[src/rtl/clock_set_ctrl.sv]
// Live h:m:s time keeper plus the RUN/SET mode machine used to edit and commit a new time.
// Optional macro SET_TIMEOUT_EN: idle time in a SET mode auto-cancels back to RUN.
module clock_set_ctrl #(
  parameter int TIMEOUT_MS = 10000,
  parameter int BLINK_MS   = 500
) (
  input  logic       Millisecond_in,
  input  logic       Reset,
  input  logic [0:3] KEY_in,
  input  logic       Second_tick,
  output logic [4:0] Hour_out,
  output logic [5:0] Minute_out,
  output logic [5:0] Second_out,
  output logic [1:0] Mode_out,
  output logic       Blink_out
);

  typedef enum logic [1:0] {
    ST_RUN      = 2'd0,
    ST_SET_HOUR = 2'd1,
    ST_SET_MIN  = 2'd2,
    ST_SET_SEC  = 2'd3
  } state_t;

  localparam int BW = $clog2(BLINK_MS + 1);

  state_t        state_reg, state_next;
  logic [0:3]    key_reg, press_reg, press_next;
  logic [4:0]    live_h_reg, live_h_next, edit_h_reg, edit_h_next;
  logic [5:0]    live_m_reg, live_m_next, edit_m_reg, edit_m_next;
  logic [5:0]    live_s_reg, live_s_next, edit_s_reg, edit_s_next;
  logic [4:0]    disp_h_reg;
  logic [5:0]    disp_m_reg, disp_s_reg;
  logic          blink_reg, blink_next, blink_restart;
  logic [BW-1:0] blink_cnt_reg, blink_cnt_next;
  logic          in_set, any_press, timeout_hit;
  logic          do_cancel, do_mode, do_inc, do_dec, commit;
  logic [5:0]    hour_step;

  function automatic logic [5:0] step_field(input logic [5:0] v, input logic [5:0] max_v,
                                            input logic up);
    logic [5:0] r;
    if (up) r = (v == max_v) ? 6'd0 : v + 6'd1;
    else    r = (v == 6'd0) ? max_v : v - 6'd1;
    return r;
  endfunction

  // A press is a high-to-low step between the previous registered sample and the new one.
  generate
    for (genvar gi = 0; gi < 4; gi++) begin : g_press
      assign press_next[gi] = key_reg[gi] & ~KEY_in[gi];
    end
  endgenerate

  assign in_set    = (state_reg != ST_RUN);
  assign any_press = |press_reg;

`ifdef SET_TIMEOUT_EN
  localparam int TW = $clog2(TIMEOUT_MS + 1);
  logic [TW-1:0] idle_cnt_reg, idle_cnt_next;

  always_comb begin
    idle_cnt_next = '0;
    if (!any_press && in_set) idle_cnt_next = idle_cnt_reg + 1'b1;
  end

  assign timeout_hit = in_set && !any_press && (idle_cnt_reg == TW'(TIMEOUT_MS - 1));

  always_ff @(posedge Millisecond_in or posedge Reset) begin
    if (Reset) idle_cnt_reg <= '0;
    else       idle_cnt_reg <= idle_cnt_next;
  end
`else
  assign timeout_hit = 1'b0;
`endif

  // Fixed priority CANCEL > MODE > INC > DEC; a losing press is simply dropped.
  assign do_cancel = in_set && (press_reg[3] || timeout_hit);
  assign do_mode   = press_reg[0] && !press_reg[3];
  assign do_inc    = in_set && press_reg[1] && !press_reg[3] && !press_reg[0];
  assign do_dec    = in_set && press_reg[2] && !press_reg[3] && !press_reg[0] && !press_reg[1];
  assign commit    = do_mode && (state_reg == ST_SET_SEC);

  always_comb begin
    state_next    = state_reg;
    live_h_next   = live_h_reg;
    live_m_next   = live_m_reg;
    live_s_next   = live_s_reg;
    edit_h_next   = edit_h_reg;
    edit_m_next   = edit_m_reg;
    edit_s_next   = edit_s_reg;
    blink_restart = 1'b0;
    hour_step     = '0;

    // A commit overrides a coincident tick; that tick is intentionally lost.
    if (commit) begin
      live_h_next = edit_h_reg;
      live_m_next = edit_m_reg;
      live_s_next = edit_s_reg;
    end else if (Second_tick) begin
      if (live_s_reg == 6'd59) begin
        live_s_next = '0;
        if (live_m_reg == 6'd59) begin
          live_m_next = '0;
          live_h_next = (live_h_reg == 5'd23) ? 5'd0 : live_h_reg + 5'd1;
        end else begin
          live_m_next = live_m_reg + 6'd1;
        end
      end else begin
        live_s_next = live_s_reg + 6'd1;
      end
    end

    if (do_cancel) begin
      state_next = ST_RUN;
    end else if (do_mode) begin
      case (state_reg)
        ST_RUN: begin
          state_next    = ST_SET_HOUR;
          edit_h_next   = live_h_next;
          edit_m_next   = live_m_next;
          edit_s_next   = live_s_next;
          blink_restart = 1'b1;
        end
        ST_SET_HOUR: state_next = ST_SET_MIN;
        ST_SET_MIN:  state_next = ST_SET_SEC;
        default:     state_next = ST_RUN;
      endcase
    end else if (do_inc || do_dec) begin
      blink_restart = 1'b1;
      case (state_reg)
        ST_SET_HOUR: begin
          hour_step   = step_field({1'b0, edit_h_reg}, 6'd23, do_inc);
          edit_h_next = hour_step[4:0];
        end
        ST_SET_MIN: edit_m_next = step_field(edit_m_reg, 6'd59, do_inc);
        default:    edit_s_next = step_field(edit_s_reg, 6'd59, do_inc);
      endcase
    end
  end

  always_comb begin
    blink_next     = blink_reg;
    blink_cnt_next = blink_cnt_reg;
    if (state_next == ST_RUN || blink_restart) begin
      blink_next     = 1'b1;
      blink_cnt_next = '0;
    end else if (blink_cnt_reg == BW'(BLINK_MS - 1)) begin
      blink_next     = ~blink_reg;
      blink_cnt_next = '0;
    end else begin
      blink_cnt_next = blink_cnt_reg + 1'b1;
    end
  end

  always_ff @(posedge Millisecond_in or posedge Reset) begin
    if (Reset) begin
      state_reg     <= ST_RUN;
      key_reg       <= 4'b1111;
      press_reg     <= '0;
      live_h_reg    <= '0;
      live_m_reg    <= '0;
      live_s_reg    <= '0;
      edit_h_reg    <= '0;
      edit_m_reg    <= '0;
      edit_s_reg    <= '0;
      disp_h_reg    <= '0;
      disp_m_reg    <= '0;
      disp_s_reg    <= '0;
      blink_reg     <= 1'b1;
      blink_cnt_reg <= '0;
    end else begin
      state_reg     <= state_next;
      key_reg       <= KEY_in;
      press_reg     <= press_next;
      live_h_reg    <= live_h_next;
      live_m_reg    <= live_m_next;
      live_s_reg    <= live_s_next;
      edit_h_reg    <= edit_h_next;
      edit_m_reg    <= edit_m_next;
      edit_s_reg    <= edit_s_next;
      disp_h_reg    <= (state_next == ST_RUN) ? live_h_next : edit_h_next;
      disp_m_reg    <= (state_next == ST_RUN) ? live_m_next : edit_m_next;
      disp_s_reg    <= (state_next == ST_RUN) ? live_s_next : edit_s_next;
      blink_reg     <= blink_next;
      blink_cnt_reg <= blink_cnt_next;
    end
  end

  assign Hour_out   = disp_h_reg;
  assign Minute_out = disp_m_reg;
  assign Second_out = disp_s_reg;
  assign Mode_out   = state_reg;
  assign Blink_out  = blink_reg;

endmodule

[config.mk]
export PLATFORM = sky130hd
export DESIGN_NAME = clock_set_ctrl
export DESIGN_NICKNAME = d
export VERILOG_FILES = /design/src/rtl/clock_set_ctrl.sv
export SDC_FILE = /design/constraint.sdc
export NUM_CORES = 1
export LEC_CHECK = 0
export CAP_MARGIN = 40
export CORE_MARGIN = 3
export CORE_UTILIZATION = 35
export DETAILED_ROUTE_END_ITERATION = 8
export GPL_ROUTABILITY_DRIVEN = 1
export PLACE_DENSITY_LB_ADDON = 0.3
export SYNTH_ARGS = -nofsm -noshare
export SYNTH_HDL_FRONTEND = slang
export SYNTH_SLANG_ARGS = --single-unit
[constraint.sdc]
create_clock -name Millisecond_in -period 6.7 [get_ports Millisecond_in]
set_input_delay 1.005 -clock Millisecond_in [delete_from_list [all_inputs] [get_ports Millisecond_in]]
set_output_delay 1.005 -clock Millisecond_in [all_outputs]
set_load 0.02 [all_outputs]
==> key figures, run 1 <==
Pwr
  – Comb pwr share: between 40% and 50%
  – Switch share: 42.0%
  – Leakage: about 2.1 nW
  – Cell Int Power: between 0.001 and 0.0015 W
  – Switching Power: 0.00100 W
  – Sequential Power Share: between 30% and 40%
  – Peak VDD IR: approximately 0.13 mV
  – Pwr/cell area: 459 mW/mm2
  – Clock Power Share: around a quarter

STA
  – Headroom to the max-slew limit: between 40% and 50%
  – Post-route setup TNS: 0 ns
  – Worst Clk Skew: roughly 0.0074 ns
  – Final setup vio count: 0
  – Fmax: between 300 and 400 MHz
  – Slew @ Worst Pin: between 0.8 and 0.9 ns
  – Count of final max-slew check failures: 0
  – Fin crit period: approximately 3.2 ns
  – RSZ-0062 raised after global routing: false
  – Hold Fails Final Rpt: 0
  – Final worst-path cycle share: between 40 and 50%

Detailed routing
  – Wire per inst: about 18 um
  – First-iteration detailed-routing DRC count: approximately 310
  – Met3 wire length: approximately 570 um
  – Detailed-route wire length: roughly 12000 um
  – Routed Antenna Nets: 0
  – Uppermost layer routed: met4
  – Vias per std cell: between 5 and 6
  – Vias: between 3k and 4k
  – M1 WL: ~5700 um
  – Drc violations: 0
  – Met2 WL: slightly below 6000 um
  – First-pass iteration count of the detailed router: 5

Global routing
  – Final global-route overflow total: 0
  – Initial antenna violation count: 0
  – GRT Util Overall: a little under a fifth
  – First-pass GRT wire length: approximately 20000 um
  – Vias in the first global route: approximately 4k
  – Largest net degree at the start of global routing: 48

Synth
  – Syn Area/Cell: between 8 and 9 um2
  – Sequential fraction of the synthesis area: about two fifths
  – Yosys cell types: 63
  – #FFs+latches synth: between 70 and 80
  – Synth Cell Area: between 0.004 and 0.005 mm2
  – Yosys top cell area share: between 30% and 40%
  – Number of flops mapped to enable cells by yosys: 0
  – Synth Flop Type: dfrtp_1
  – Synth top area cells: dfrtp_1, ha_1, nor2_1
  – Post-Syn Instances: just over 500
  – Syn nets: 541
  – Async SR Flop Fraction: 100%
  – Synth area leader: dfrtp_1
  – YS warnings: 0

Die
  – Chip Width: between 100 and 150 um
  – Core area: 0.0123 mm2
  – Die Height: 119 um
  – Die area: about 0.014 mm2
  – Starting Density: ~36%
  – Row count: 40
  – Io pins: 27

Finish
  – Fill cells: ~1.2k
  – Fin area: 0.00521 mm2
  – Util after Layout: a little over two fifths
  – Max reg flops: 9
  – Area occupied by registers: around 0.0018 mm2
  – Diode count: 0
  – Area Growth Syn to Fin: 16.4%
  – Multi-input logic area: about 0.0025 mm2
  – Layout cells sized above 1: 7.74%
  – Final nets: about 550

Placed design
  – Placed Area: 0.00486 mm2
  – Placer Congestion: slightly below 0.9
  – Port buffer count: 26
  – Dpl hpwl: 8680 um

Clock network
  – Setup bufs post-CTS: 0
  – Root buf cell: clkbuf_16
  – CTS Buf Count: 9
  – CTS tree: built
  – Max H-tree Level: 3
  – Clk slew on worst S/H paths: 0.06 ns
  – Post-cts resize count: 0
  – Cts hold-fix bufs: 0
  – Clk sink count: 71
  – Max Buffers Root-to-Sink: 2
  – Clock latency at the later pin of the worst-skew pair: about 0.35 ns

Setup path
  – Worst Path Max Fanout: 20
  – Setup crit start kind: flip-flop
  – Crit path capture type: flip-flop
  – Top delay family on crit path: compound AO/OA/AOI/OAI gates
  – Critical path's slowest cell: or4b_4
  – Cell Chain, Critical Path: inv_1 -> ha_1 -> or4b_4 -> a22o_1 -> a211o_1 -> o32ai_1 -> o31ai_1 -> mux2_2
  – CP peak stage delay: between 0.7 and 0.8 ns
  – CP bufs+invs: 1
  – Worst Path Required: between 6 and 7 ns
  – Crit path arrival time: 3.44 ns
  – Crit Path Class: flip-flop to flip-flop

Status
  – Status: complete, no violations

Job
  – Max Cap Viol: 0

Hold path
  – Worst min path class: flip-flop to flip-flop
layout make-up:
cell class	instances	share of cell area [%]
clock buffers	9	4.32
clock inverters	7	2.33
inverters	26	1.87
multi-input cells	387	47.1
flip-flops and latches	71	34.2
well taps	168	4.03
repair buffers	30	6.10
stage by stage:
step | hold WS (ns) | cells | total power [W] | worst slack, ns
after floorplan | 0.455 | 517 | 0.00149 | 3.90
after global placement | 0.474 | 680 | 0.00180 | 3.48
final | 0.477 | 698 | 0.00239 | 3.49
after CTS | 0.480 | 698 | 0.00240 | 3.52
after detailed placement | 0.472 | 682 | 0.00182 | 3.42
after global routing | 0.516 | 698 | 0.00256 | 3.32
logic make-up after synthesis:
family | count (synthesis) | share of synthesized area (%)
adder cells (fa/ha/maj) | 17 | 4.75
buffers and inverters | 59 | 5.42
flip-flops | 71 | 39.8
XOR/XNOR | 15 | 2.94
multiplexers | 19 | 4.47
AO/OA/AOI/OAI | 141 | 21.0
AND/OR/NAND/NOR | 195 | 21.6
worst paths after layout:
kind | to | slack (ns) | depth (start not counted) | start
min | blink_cnt_reg[0]$_DFF_PP0_ | 0.48 | 1 | blink_cnt_reg[0]$_DFF_PP0_
max | Minute_out[3]$_DFF_PP0_ | 3.49 | 8 | Mode_out[1]$_DFF_PP0_
max in group asynchronous | key_reg[2]$_DFF_PP1_ | 5.07 | 4 | Reset
max reg2reg | Minute_out[3]$_DFF_PP0_ | 3.49 | 8 | Mode_out[1]$_DFF_PP0_
min in group asynchronous | edit_h_reg[3]$_DFF_PP0_ | 1.03 | 3 | Reset
min reg2reg | blink_cnt_reg[0]$_DFF_PP0_ | 0.48 | 1 | blink_cnt_reg[0]$_DFF_PP0_
power groups by stage:
stage / Sequential, W / Clock, W / Combinational [W]
global route: 0.000843 / 0.000591 / 0.00112
CTS: 0.000807 / 0.000573 / 0.00102
detailed placement: 0.000812 / 0 / 0.00101
finish: 0.000813 / 0.000560 / 0.00102
floorplan: 0.000769 / 0 / 0.000723
global placement: 0.000809 / 0 / 0.000987
cells in the final DEF, fill, tap and decap left out, types with 14 or more instances in the layout:
cell type	synthesis	final
a21oi_1	35	35
clkdlybuf4s50_1	0	26
dfrtp_1	66	66
ha_1	17	17
inv_1	26	25
nand2_1	42	42
nand3_1	28	28
nor2_1	56	56
o21ai_0	24	24
xnor2_1	14	14
worst register-to-register path, stage by stage, from the launching register on:
cell and delay (ns):
dfrtp_1 0.44, inv_1 0.12, ha_1 0.45, or4b_4 0.74, a22o_1 0.28, a211o_1 0.29
o32ai_1 0.28, o31ai_1 0.20, mux2_2 0.30
layer usage:
layer	track usage, %	vias up
met4	6.73	0
li1	-	1900
met5	0	-
met1	24.7	1932
met2	28.7	114
met3	3.42	17
cell usage after synthesis (3+ instances only):
cell type,number
dfrtp_1,66
nor2_1,56
nand2_1,42
a21oi_1,35
nand3_1,28
inv_1,26
clkbuf_1,24
o21ai_0,24
ha_1,17
xnor2_1,14
nor3_1,13
a31oi_1,11
mux2i_1,11
mux2_2,8
nand2b_1,8
o211ai_1,8
nand4_1,7
nor2b_1,7
nor4_1,7
o21a_1,7
a211oi_1,6
and3_1,5
buf_2,5
dfstp_2,5
o22ai_1,5
a211o_1,4
a22oi_1,4
o31ai_1,4
a311oi_1,3
and2_1,3
and4_1,3
nor3b_1,3
o32ai_1,3
Power figures use the tool's default switching activity.
==> inputs of run 2 (changes only) <==
Clock period 6.7 ns to 2.6 ns, I/O delays scaled along.
==> run 2 against run 1 <==
Compared with the run above:
- routed wire length grew 3.8%
- setup slack lost 3.4 ns
- design area grew 4.3%
- via count grew 4.3%
- combinational power grew to 3.0 times the previous value
- first-iteration DRC count grew 13%
==> key figures, run 2 (synthesis gave the netlist of run 1 again) <==
Status
  – Status: complete, no violations

Die
  – Die Height: 119 um (unchanged)
  – Chip Width: 119 um (unchanged)
  – Die area: 0.0142 mm2 (unchanged)
  – Row count: 40 (unchanged)
  – Io pins: 27 (unchanged)
  – Starting Density: 36.5% (unchanged)
  – Core area: 0.0123 mm2 (unchanged)

STA
  – Headroom to the max-slew limit: 51.6% (+9.0 points)
  – Hold Slack: 0.483 ns (+0.00572 ns)
  – Slew @ Worst Pin: 0.725 ns (-0.133 ns)
  – Fin crit period: 2.51 ns (-0.705 ns)
  – RSZ-0062 raised after global routing: false
  – Final worst-path cycle share: 96.5% (+49 points)
  – Worst Clk Skew: 0.00734 ns (-0.0000177 ns)
  – Final setup vio count: 0 (unchanged)
  – Count of final max-slew check failures: 0 (unchanged)
  – Fmax: 398 MHz (+28%)
  – Hold Fails Final Rpt: 0 (unchanged)

Pwr
  – Peak VDD IR: 0.343 mV (+160%)
  – Pwr/cell area: 1150 mW/mm2 (+150%)
  – Leakage: 2.23 nW (+6.8%)
  – Power Total: 0.00625 W (+160%)

Detailed routing
  – Routed Antenna Nets: 0 (unchanged)
  – Vias: 4132 (+4.3%)
  – Vias per std cell: 5.63 (-0.85%)
  – Detailed-route wire length: 12800 um (+3.8%)
  – M1 WL: 5870 um (+3.6%)
  – First-pass iteration count of the detailed router: 5 (unchanged)
  – Met2 WL: 6000 um (+2.7%)
  – Uppermost layer routed: met4
  – Met3 wire length: 668 um (+18%)
  – Drc violations: 0 (unchanged)
  – First-iteration detailed-routing DRC count: 354 (+13%)
  – Wire per inst: 17.4 um (-1.3%)

Clock network
  – Clk sink count: 71 (unchanged)
  – Max Buffers Root-to-Sink: 2 (unchanged)
  – CTS tree: built
  – CTS Buf Count: 9 (unchanged)
  – Clk slew on worst S/H paths: 0.06 ns (about the same)
  – Clock latency at the later pin of the worst-skew pair: 0.34 ns (about the same)
  – Max H-tree Level: 3 (unchanged)
  – Setup bufs post-CTS: 0 (unchanged)
  – Root buf cell: clkbuf_16

Setup path
  – Crit path capture type: flip-flop
  – Worst Path Required: 2.82 ns (-4.11 ns)
  – Critical path startpoint: Mode_out[1]$_DFF_PP0_
  – R2r setup slk: 0.09 ns (-3.39 ns)
  – Crit Path Class: flip-flop to flip-flop
  – Crit path arrival time: 2.73 ns (-0.71 ns)
  – R2R depth: 8 (unchanged)
  – Setup crit start kind: flip-flop
  – RR Endpoint: Minute_out[3]$_DFF_PP0_
  – R2R Path Start: Mode_out[1]$_DFF_PP0_
  – Worst Path Max Fanout: 8 (-60%)

Hold path
  – Hold path depth: 1 (unchanged)
  – Worst min-delay path startpoint: KEY_in[3]
  – Worst min path class: input port to flip-flop
  – Worst Hold End: key_reg[3]$_DFF_PP1_

Finish
  – Area Growth Syn to Fin: 21.5%
  – Post-Layout Cell Count: 734 (+5.2%)
  – Commonest cells after routing, fill and taps aside: dfrtp_1, nor2_1, nand2_1
  – Layout cells sized above 1: 14.3% (+6.6 points)
  – Diode count: 0 (unchanged)
  – Max reg flops: 9 (unchanged)
  – Final nets: 585 (+6.6%)
  – Most common cell after layout, fill and taps aside: dfrtp_1
  – Fill cells: 1199 (-1.2%)

Job
  – Max Cap Viol: 0 (unchanged)

Placed design
  – Port buffer count: 26 (unchanged)
  – Placer Congestion: 0.939 (+6.6%)
  – Dpl hpwl: 9110 um (+4.9%)
  – Placed Cells: 718 (+5.3%)

Global routing
  – Initial antenna violation count: 0 (unchanged)
  – Vias in the first global route: 3988 (+1.9%)
  – First-pass GRT wire length: 20800 um (+1.8%)
  – Largest net degree at the start of global routing: 36 (-25%)
  – Final global-route overflow total: 0 (unchanged)
  – GRT Util Overall: 18.3% (+0.18 points)
-- run 2: routing by layer --
metal	vias up	track usage (%)
met5	-	0
met4	0	6.23
met3	20	3.66
met2	128	28.5
met1	2009	25.4
li1	1975	-
-- run 2: worst max path at each step --
stage                                    endpoint  slack, ns
final                     Minute_out[3]$_DFF_PP0_       0.09
after global routing      Minute_out[3]$_DFF_PP0_      0.009
after CTS                 Minute_out[3]$_DFF_PP0_       0.12
after detailed placement  Minute_out[0]$_DFF_PP0_       0.04
after global placement    Minute_out[0]$_DFF_PP0_       0.12
after floorplan           Minute_out[3]$_DFF_PP0_      -0.05
-- run 2: report_power, final --
part | internal (W) | switching [W] | leakage (nW)
Combinational | 0.00130 | 0.00171 | 1.27
Sequential | 0.00152 | 0.000439 | 0.812
Clock | 0.000794 | 0.000481 | 0.146
Total | 0.00361 | 0.00263 | 2.23
-- run 2: critical path: stages (launching register included) --
cell     delay (ns)
dfrtp_2        0.37
inv_2          0.05
ha_2           0.18
or4b_4         0.58
and4_1         0.23
a211o_1        0.28
o32ai_1        0.29
o31ai_1        0.14
mux2_4         0.27
-- run 2: area by class of cell --
cell class,instances,area (um2),area share (%)
sequential,71,1790,32.8
clock buffer,13,260,4.79
inverter,26,97.6,1.80
tap,168,210,3.87
multi-input combinational,387,2470,45.4
timing repair buffer,66,573,10.5
clock inverter,3,42.5,0.783
-- run 2: per-stage QoR --
step	setup TNS, ns	cell area [um2]	setup WS (ns)	utilization (%)
final	0	5440	0.0903	44.3
after CTS	0	5430	0.117	44.3
after global placement	0	5130	0.125	41.8
after global routing	0	5440	0.00854	44.3
after floorplan	-0.0533	4490	-0.0533	-
after detailed placement	0	5130	0.0446	41.8
-- run 2: what timing repair did --
item	CTS	global route
endpoints found under the setup margin	0	2
hold buffers	0	0
resized for setup	0	2
